`config.mk`:
```
export PLATFORM = sky130hd
export DESIGN_NAME = wu_bypass_chain
export DESIGN_NICKNAME = d
export VERILOG_FILES = /design/src/rtl/wu_bypass_pkg.sv /design/src/rtl/wu_bypass_shifter.sv /design/src/rtl/wu_bypass_chain.sv
export SDC_FILE = /design/constraint.sdc
export NUM_CORES = 1
export LEC_CHECK = 0
export CAP_MARGIN = 20
export CORE_MARGIN = 1.5
export CORE_UTILIZATION = 55
export DETAILED_ROUTE_END_ITERATION = 7
export PLACE_DENSITY = 0.89
export SLEW_MARGIN = 30
export SYNTH_ARGS = -nofsm -noshare
export SYNTH_HDL_FRONTEND = slang
export SYNTH_SLANG_ARGS = --single-unit
```
`constraint.sdc`:
```
create_clock -name clk_i -period 3.7 [get_ports clk_i]
set_input_delay 0.74 -clock clk_i [delete_from_list [all_inputs] [get_ports clk_i]]
set_output_delay 0.74 -clock clk_i [all_outputs]
set_load 0.05 [all_outputs]
```
`src/rtl/wu_bypass_pkg.sv`:
```
// Shared types and helpers for the wake-up bypass configuration chain.
// FSM states, error codes and a width-agnostic parity function.
package wu_bypass_pkg;

    typedef enum logic [1:0] {
        ST_IDLE,
        ST_SHIFT,
        ST_CHECK
    } state_e;

    localparam logic [1:0] ERR_NONE = 2'b00;
    localparam logic [1:0] ERR_LEN  = 2'b01;
    localparam logic [1:0] ERR_PAR  = 2'b10;
    localparam logic [1:0] ERR_BOTH = 2'b11;

    // Zero extension does not alter the XOR, so any width up to 64 fits.
    localparam int PAR_MAX_W = 64;

    function automatic logic par_fn(input logic [PAR_MAX_W-1:0] v);
        return ^v;
    endfunction

endpackage

```
`src/rtl/wu_bypass_shifter.sv`:
```
// Staging shift chain with a saturating shift counter.
// Saturation at L+1 flags an overlong stream.
module wu_bypass_shifter #(
    parameter int L  = 25,
    parameter int CW = $clog2(L + 2)
) (
    input  logic          clk_i,
    input  logic          rstn_i,
    input  logic          en,
    input  logic          data,
    input  logic          load,
    input  logic [L-1:0]  load_val,
    input  logic          clr,
    output logic [L-1:0]  chain,
    output logic [CW-1:0] count,
    output logic          overlong
);

    localparam logic [CW-1:0] SAT = CW'(L + 1);

    logic [CW-1:0] base;

    // A shift in the evaluation cycle is the first bit of a new stream.
    assign base = clr ? '0 : count;

    always_ff @(posedge clk_i) begin
        if (!rstn_i) begin
            chain <= '0;
            count <= '0;
        end else if (en) begin
            chain <= {chain[L-2:0], data};
            count <= (base == SAT) ? SAT : base + 1'b1;
        end else if (load) begin
            chain <= load_val;
            count <= '0;
        end else if (clr) begin
            count <= '0;
        end
    end

    assign overlong = (count == SAT);

endmodule

```
`src/rtl/wu_bypass_chain.sv`:
```
// Serial bypass-configuration register: shift, check, atomic commit.
// Also supports capture of the active value for serial readback.
module wu_bypass_chain
    import wu_bypass_pkg::*;
#(
    parameter int               WIDTH     = 24,
    parameter logic [WIDTH-1:0] RESET_VAL = 24'h0007FF,
    parameter bit               PARITY_EN = 1'b1
) (
    input  logic             clk_i,
    input  logic             rstn_i,
    input  logic             bypass_data_i,
    input  logic             bypass_en_i,
    input  logic             bypass_capture_i,
    input  logic             bypass_commit_i,
    output logic             bypass_data_o,
    output logic [WIDTH-1:0] bypass_q_o,
    output logic             bypass_valid_o,
    output logic             commit_ack_o,
    output logic             err_o,
    output logic [1:0]       err_code_o
);

    localparam int L  = WIDTH + int'(PARITY_EN);
    localparam int CW = $clog2(L + 2);

    state_e           state;
    logic [L-1:0]     chain;
    logic [L-1:0]     load_val;
    logic [CW-1:0]    count;
    logic             overlong;
    logic [WIDTH-1:0] data_f;
    logic             in_check;
    logic             take_cap;
    logic             par_ok;
    logic             len_ok;

    assign in_check = (state == ST_CHECK);
    assign take_cap = bypass_capture_i && !bypass_en_i && !in_check;
    assign data_f   = chain[L-1 -: WIDTH];
    assign len_ok   = (count == CW'(L)) && !overlong;

    generate
        if (PARITY_EN) begin : g_par
            assign par_ok   = par_fn(PAR_MAX_W'(data_f)) == chain[0];
            assign load_val = {bypass_q_o, par_fn(PAR_MAX_W'(bypass_q_o))};
        end else begin : g_nopar
            assign par_ok   = 1'b1;
            assign load_val = bypass_q_o;
        end
    endgenerate

    wu_bypass_shifter #(
        .L  (L),
        .CW (CW)
    ) u_shifter (
        .clk_i    (clk_i),
        .rstn_i   (rstn_i),
        .en       (bypass_en_i),
        .data     (bypass_data_i),
        .load     (take_cap),
        .load_val (load_val),
        .clr      (in_check),
        .chain    (chain),
        .count    (count),
        .overlong (overlong)
    );

    assign bypass_data_o = chain[L-1];

    always_ff @(posedge clk_i) begin
        if (!rstn_i) begin
            state          <= ST_IDLE;
            bypass_q_o     <= RESET_VAL;
            bypass_valid_o <= 1'b0;
            commit_ack_o   <= 1'b0;
            err_o          <= 1'b0;
            err_code_o     <= ERR_NONE;
        end else begin
            commit_ack_o <= 1'b0;
            unique case (state)
                ST_CHECK: begin
                    if (len_ok && par_ok) begin
                        bypass_q_o     <= data_f;
                        bypass_valid_o <= 1'b1;
                        commit_ack_o   <= 1'b1;
                        err_o          <= 1'b0;
                        err_code_o     <= ERR_NONE;
                    end else begin
                        err_o      <= 1'b1;
                        err_code_o <= !par_ok ?
                                      (!len_ok ? ERR_BOTH : ERR_PAR) :
                                      ERR_LEN;
                    end
                    state <= bypass_en_i ? ST_SHIFT : ST_IDLE;
                end
                default: begin
                    if (bypass_en_i)
                        state <= ST_SHIFT;
                    else if (bypass_capture_i)
                        state <= ST_IDLE;
                    else if (bypass_commit_i)
                        state <= ST_CHECK;
                    else
                        state <= ST_IDLE;
                end
            endcase
        end
    end

endmodule
```
Word level (Yosys, flattened, before mapping)
Cells that the tools add are included.

Bits in registers: 61. Input port bits: 6.

$add $sub $neg: 1. Equal/unequal tests: 5. Mux-type cells: 16. Reduce and logical (&&, ||, !) cells: 12.

Operators by type and width (count): $reduce_xor A64 Y1 (2); $mux W25 (2); $mux W5 (4); $eq A5 B5 Y1 const B (3); $mux W2 (6); $add A5 B1 Y5 const B (1); $logic_and A1 B1 Y1 (4); $mux W1 (4); $reduce_and A2 Y1 (2); $logic_not A1 Y1 (3); $eq A2 B2 Y1 const B (1); $reduce_bool A2 Y1 (1); $eq A1 B1 Y1 (1).

Longest topological paths before layout
Gate-level depths: netlist (run 1).

Depth after elaboration: 6. Depth in mapped cells: 8. Gate-level depth less buffers: 7.

Hierarchy
A second synthesis (run 1) with hierarchy kept.

Cells, all modules: 371. Area total of the unflattened synthesis: 3424.5 µm².

Modules (own cells, without submodules): wu_bypass_chain (times used 1, cells each 198, area an instance 1889.3 µm², sequential area each 620.6 µm²); wu_bypass_shifter (times used 1, cells each 173, area an instance 1535.2 µm², sequential area each 600.6 µm²).

Worst setup path before layout (run 1)
OpenSTA, ideal clock, no wires.

Path type: register to register. From: reg u_shifter.chain[24]. To: reg bypass_q_o[23]. Data arrival time: 2.225 ns. Required time: 3.628 ns. Setup slack: 1.404 ns. Cell stages (with the launch flop): 8. Path buffers: 1. Clock period less this slack: 2.296 ns. Cell sequence: dfxtp_1 xnor2_1 xnor2_1 xnor3_1 xnor3_2 nor2_8 buf_12 mux2i_1.

Word-level cells in the longest chain between the ends: 4.

RTL lines: start: declaration (RTL line wu_bypass_shifter.sv:14) `output logic [L-1:0] chain,`; start signal: assignment (RTL line wu_bypass_shifter.sv:31) `chain <= {chain[L-2:0], data};`; start signal: assignment (RTL line wu_bypass_shifter.sv:34) `chain <= load_val;`; $reduce_xor A64 Y1 (RTL line wu_bypass_pkg.sv:20) `return ^v;`; $eq A1 B1 Y1 (RTL line wu_bypass_chain.sv:45) `assign par_ok = par_fn(PAR_MAX_W'(data_f)) == chain[0];`; $logic_and A1 B1 Y1 (RTL line wu_bypass_chain.sv:83) `if (len_ok && par_ok) begin`; $reduce_and A2 Y1 (no line); end signal: assignment (RTL line wu_bypass_chain.sv:84) `bypass_q_o <= data_f;`; end: declaration (RTL line wu_bypass_chain.sv:17) `output logic [WIDTH-1:0] bypass_q_o,`.

Parallel ways exist; a longest one is shown, timed or not. A chain may end at the register's enable or synchronous reset.

Final worst setup path (run 1)
From: reg bypass_q_o[11]. To: out bypass_q_o[11].

No word-level cell between the ends.

==> out/qor.txt, run 1 <==
clock share of power -> 0.349
worst hold slack -> 0.470 ns
Die Height -> 76.6 um
asr flop ratio synth -> 0
grt total ovfl -> 0
Cells after Synth -> 319
multiplexer share of the synthesized area -> 0.124
critical-path maximum fanout -> 4
synth warn -> 0
Non-Filler Instances -> 423
EDFF count, synth -> 0
CTS root buf -> clkbuf_8
clk buf depth -> 2
Synth area leaders -> dfxtp_1, mux2i_1, xnor2_1
vias per inst -> 5.53
sequential share of power -> 0.439
fin crit period -> 2.34 ns
Reg area -> 1220 sq um
pwr dens -> 459 nW/um^2
largest net degree at the start of global routing -> 42
Comb power frac -> 0.212
pre-CTS setup slack -> 1.14 ns
die outline width -> 76.6 um
total power -> 1620 uW
commonest non-fill, non-tap cell in the layout -> dfxtp_1
top-area cell type share of the netlist area -> 0.410
Final Hold Viols -> 0
number of global-route vias before repair -> 2,293
most frequent cells in the layout -> dfxtp_1, xnor2_1, nand2_1, mux2i_1, clkdlybuf4s50_1
Worst-Margin Slew -> 0.505 ns
Synth Area in Simple Gates -> 0.111
main combinational cell family by area after synthesis -> XOR/XNOR gates
final net count -> 355
critical path launch point type -> register
Max-cap violations -> 0
Num CTS Buffers -> 9
Unique masters post-synth -> 37
setup bufs post-CTS -> 0
initial core utilization -> 0.575
Peak VDD IR -> 0.330 mV
Final Cycle Share -> 0.634
# rows -> 26
via count -> 2,339
Global Route Usage Sum -> 0.227
FILL cells -> 397
clock sinks -> 61
final WL -> 6190 um
sequential area share after synthesis -> 0.410
DR iter-0 viols -> 214
Critical-path top delay cell -> clkdlybuf4s50_1
critical path type -> register to primary output
dpl cells -> 407
fraction of synthesized cell area in xor and xnor cells -> 0.148
Synth area leader -> dfxtp_1
final setup skew -> 0.00550 ns
Crit. path cell count -> 1
# resized after CTS -> 0
Main synth FF type -> dfxtp_1
hpwl dp -> 3980 um
Boundary Pins -> 36
PortBufs -> 35
routability cong. -> 0.815
Synthesized Nets -> 326
Slew headroom -> 0.663
arrival time worst endpoint -> 1.60 ns
# H-tree levels -> 3
initial antenna violation count -> 0
Sum Neg Setup Slack -> 0 ns
global-route wire length before repair -> 10,600 um
DRC Markers -> 0
post-synth design cell area -> 2980 sq um
NetSw -> 501 uW
Crit path max-delay family -> buffers and inverters
maximum clock rate -> 427 MHz
RSZ-0062 raised after global routing -> no
fraction of layout cells with a size suffix above 1 -> 0.0595
# setup viols final -> 0
Wirelength per Cell -> 14.6 um
CP cell instances -> clkdlybuf4s50_1
Area growth syn-to-layout -> 18.5%
worst r2r path cells -> 6
leak pwr -> 0.00136 uW
worst path bufs/invs -> 1
Worst Hold Class -> register to register
outcome -> completed
Final Max Tran Viols -> 0
Reg clk slew, reported paths -> 0.06 ns
die area -> 5860 sq um
multi-input logic area -> 1590 sq um
switch share -> 0.310
Pint -> 1120 uW
Post-DRT Antenna Nets -> 0
Synth Area in Adders -> 0.00421
average cell area after synthesis -> 9.33 sq um
Hold Buf Count CTS -> 0
CTS tree -> yes
hold depth -> 2
CORE AREA -> 5170 sq um
Clock Latency Late Sink -> 0.34 ns
Inserted Diodes -> 0
CP Data Required Time -> 2.96 ns
setup ws final -> 1.36 ns
Crit path largest cell delay -> 0.84 ns
CP Capture Type -> primary output
drt pass-1 iters -> 4
Synth Area in Compound Gates -> 0.146
Yosys reg bits -> 61
[state kept, by name (all words and copies together), names as in the netlist]
name / flops
u_shifter.chain: 25
bypass_q_o: 24
u_shifter.count: 5
err_code_o: 2
state: 2
bypass_valid_o: 1
commit_ack_o: 1
err_o: 1
[kinds of logic (layout without fill, tap and decap cells)]
group / Yosys count / count (layout)
simple gates: 78 / 78
flops: 61 / 61
compound gates: 60 / 60
xor+xnor: 46 / 46
mux: 37 / 37
buf+inv: 36 / 70
fa+ha+maj: 1 / 1
[per-layer routing]
layer | global-route usage | vias to the layer above | part of all wire | wire [um]
met4 | 0.130 | 0 | 0.018 | 111
li1 | - | 1158 | - | -
met5 | 0 | - | 0 | 0
met2 | 0.375 | 48 | 0.49 | 3010
met3 | 0.0359 | 15 | 0.041 | 256
met1 | 0.280 | 1118 | 0.45 | 2820
[Yosys cell counts, types with 2 or more instances]
master / n
dfxtp_1: 61
xnor2_1: 38
mux2i_1: 37
nand2_1: 37
nor2_1: 29
a211oi_1: 24
clkbuf_1: 14
inv_1: 14
o21ai_0: 13
o311ai_1: 7
nand3_1: 5
xor2_1: 5
buf_1: 4
o311ai_0: 4
a21oi_1: 2
a311oi_1: 2
buf_6: 2
nor3_1: 2
[worst min-delay path, stage by stage, from the launching register on]
cell     delay [ns]
dfxtp_1        0.31
nand2_1        0.06
a21oi_1        0.05
[per-stage QoR]
stage | area, sq um | util
after floorplan | 2980 | -
after global placement | 3340 | 0.645
after detailed placement | 3340 | 0.645
after CTS | 3530 | 0.682
after global routing | 3530 | 0.682
final | 3530 | 0.682
[layout make-up]
cell class | instances | area share
Sequential cell | 61 | 0.346
Tap cell | 70 | 0.0248
Multi-Input combinational cell | 222 | 0.450
Clock buffer | 16 | 0.0539
Timing Repair Buffer | 40 | 0.110
Inverter | 14 | 0.0149
[power by group through the flow]
stage	logic, uW	registers [uW]	clock network (uW)
after floorplan	347	723	0
after global placement	331	722	0
after detailed placement	345	723	0
after CTS	346	709	568
after global routing	373	712	595
final	343	709	564
[path summary, 6_finish.rpt]
kind                       start             end  slack, ns
max reg2reg  u_shifter.chain[15]  bypass_q_o[18]       1.37
min reg2reg        err_code_o[1]   err_code_o[1]       0.47
max               bypass_q_o[11]  bypass_q_o[11]       1.36
min                err_code_o[1]   err_code_o[1]       0.47
(Power assumes the default switching activity.)
==> inputs of run 2 (changes only) <==
clock period = 2.3 ns   (was 3.7 ns; I/O delays follow)
==> run 2 against run 1 <==
  * Critical path depth rose by 6
  * Utilization up 2.4 points
  * Sequential power rose by 61%
  * Clock-buffer cell count is 4 lower
  * Total power up 76%
  * First-iteration DRC count grew 2.8%
  * Combinational power rose to 2.5 times the previous value
  * Hold slack improved by 0.0067 ns
  * Die area stayed put
  * Final cell count is 3.3% higher
  * Critical endpoint is now bypass_q_o[2]
  * Largest cell class unchanged
==> out/qor.txt, run 2 (same netlist as run 1, synthesis figures left out) <==
Die Height -> 76.6 um (unchanged)
maximum clock rate -> 456 MHz
most frequent cells in the layout -> dfxtp_1, xnor2_1, nand2_1, mux2i_1, clkdlybuf4s50_1
clk buf depth -> 2 (unchanged)
drt pass-1 iters -> 4 (unchanged)
Largest register FFs -> 25 (unchanged)
CP Capture Type -> register
CTS root buf -> clkbuf_8
Worst-Margin Slew -> 0.506 ns (+0.00147 ns)
final WL -> 6690 um (+8.0%)
Inserted Diodes -> 0 (unchanged)
initial antenna violation count -> 0 (unchanged)
grt total ovfl -> 0 (unchanged)
# H-tree levels -> 3 (unchanged)
Crit path max-delay family -> XOR/XNOR gates
critical path type -> register to register
Clock Latency Late Sink -> 0.34 ns (about the same)
Post-DRT Antenna Nets -> 0 (unchanged)
leak pwr -> 0.00144 uW (+6.2%)
initial core utilization -> 0.575 (unchanged)
setup ws final -> 0.105 ns (-1.25 ns)
dpl cells -> 414 (+1.7%)
Boundary Pins -> 36 (unchanged)
Most flops, register -> u_shifter.chain
Non-Filler Instances -> 437 (+3.3%)
critical path launch point type -> register
Critical-path top delay cell -> xnor3_1
CP Data Required Time -> 2.51 ns (-0.45 ns)
commonest non-fill, non-tap cell in the layout -> dfxtp_1
number of global-route vias before repair -> 2,309 (+0.70%)
Wirelength per Cell -> 15.3 um (+4.5%)
Num CTS Buffers -> 9 (unchanged)
global-route wire length before repair -> 11,000 um (+4.6%)
Final Hold Viols -> 0 (unchanged)
CP cell instances -> xor2_1, xnor2_1, xnor3_1, xnor3_2, buf_4, o21ai_0, o311ai_1
Peak VDD IR -> 0.361 mV (+9.6%)
routability cong. -> 0.798 (-2.0%)
Global Route Usage Sum -> 0.239 (+0.0123)
largest net degree at the start of global routing -> 31 (-26%)
Max-cap violations -> 0 (unchanged)
CORE AREA -> 5170 sq um (unchanged)
pre-CTS setup slack -> 0.102 ns (-1.03 ns)
DR iter-0 viols -> 220 (+2.8%)
pwr dens -> 780 nW/um^2 (+70%)
worst hold slack -> 0.477 ns (+0.00674 ns)
CTS tree -> yes
final setup skew -> 0.00406 ns (-0.00143 ns)
multi-input logic area -> 1610 sq um (+1.4%)
Final Max Tran Viols -> 0 (unchanged)
critical-path maximum fanout -> 13 (+9)
Slew headroom -> 0.662 (-0.000986)
fraction of layout cells with a size suffix above 1 -> 0.104 (+0.0441)
Hold Buf Count CTS -> 0 (unchanged)
Reg area -> 1220 sq um (+0.20%)
vias per inst -> 5.60 (+1.3%)
hpwl dp -> 4230 um (+6.2%)
fin crit period -> 2.19 ns
biggest regs -> u_shifter.chain: 25 flops, bypass_q_o: 24 flops, u_shifter.count: 5 flops
Final Cycle Share -> 0.954
die outline width -> 76.6 um (unchanged)
Crit path largest cell delay -> 0.46 ns (-0.38 ns)
Reg clk slew, reported paths -> 0.06 ns (about the same)
arrival time worst endpoint -> 2.41 ns (+0.81 ns)
outcome -> completed
Worst Hold Class -> register to register
# setup viols final -> 0 (unchanged)
FILL cells -> 363 (-8.6%)
via count -> 2,448 (+4.7%)
final net count -> 371 (+4.5%)
# rows -> 26 (unchanged)
worst path bufs/invs -> 1 (unchanged)
PortBufs -> 35 (unchanged)
DRC Markers -> 0 (unchanged)
die area -> 5860 sq um (unchanged)
clock sinks -> 61 (unchanged)
Area growth syn-to-layout -> 22.7%
-- run 2: cell type report --
type	instances	area share
Clock buffer	12	0.0425
Clock inverter	2	0.00274
Inverter	14	0.0144
Multi-Input combinational cell	223	0.441
Sequential cell	61	0.335
Tap cell	70	0.0240
Timing Repair Buffer	55	0.141
-- run 2: metrics by stage --
step	TNS [ns]	utilization	total power, uW	area, sq um
6_report	0	0.706	2850	3650
5_1_grt	-0.0228	0.706	2950	3650
4_1_cts	0	0.687	2580	3550
3_5_place_dp	0	0.655	1760	3390
3_3_place_gp	0	0.655	1730	3390
2_1_floorplan	0	-	1720	2980
-- run 2: routing by layer --
layer  GRT usage  vias to the layer above  wire, um
met2       0.397                       82      3150
met3      0.0491                       23       422
li1            -                     1199         -
met5           0                        -         0
met4       0.141                        0       197
met1       0.285                     1144      2910
-- run 2: final timing paths --
check	startpoint	to	slack [ns]	cells past startpoint
worst min register to register	err_code_o[1]	err_code_o[1]	0.48	2
worst max register to register	u_shifter.chain[22]	bypass_q_o[2]	0.11	7
worst max-delay path	u_shifter.chain[22]	bypass_q_o[2]	0.11	7
worst min-delay path	err_code_o[1]	err_code_o[1]	0.48	2
-- run 2: worst register-to-register path, cell delays in order, from the launching register on --
cell      delay [ns]
dfxtp_2         0.38
xor2_1          0.20
xnor2_1         0.17
xnor3_1         0.46
xnor3_2         0.36
buf_4           0.22
o21ai_0         0.17
o311ai_1        0.11
-- run 2: what timing repair did --
item,CTS,global route
setup endpoints to repair,0,11
buffers inserted,0,8
resized for setup,0,3
-- run 2: where the power goes --
group | switching [uW] | total, uW | leakage, uW | internal (uW)
registers | 44.1 | 1140 | 0.000499 | 1100
logic | 458 | 874 | 0.000856 | 416
clock network | 399 | 833 | 0.0000881 | 434
==> inputs of run 3 (changes only) <==
CTS_CLUSTER_SIZE = 16   (was default)
==> results of run 3 <==
Same layout as run 2: the final DEF is identical, and so are final timing and power.
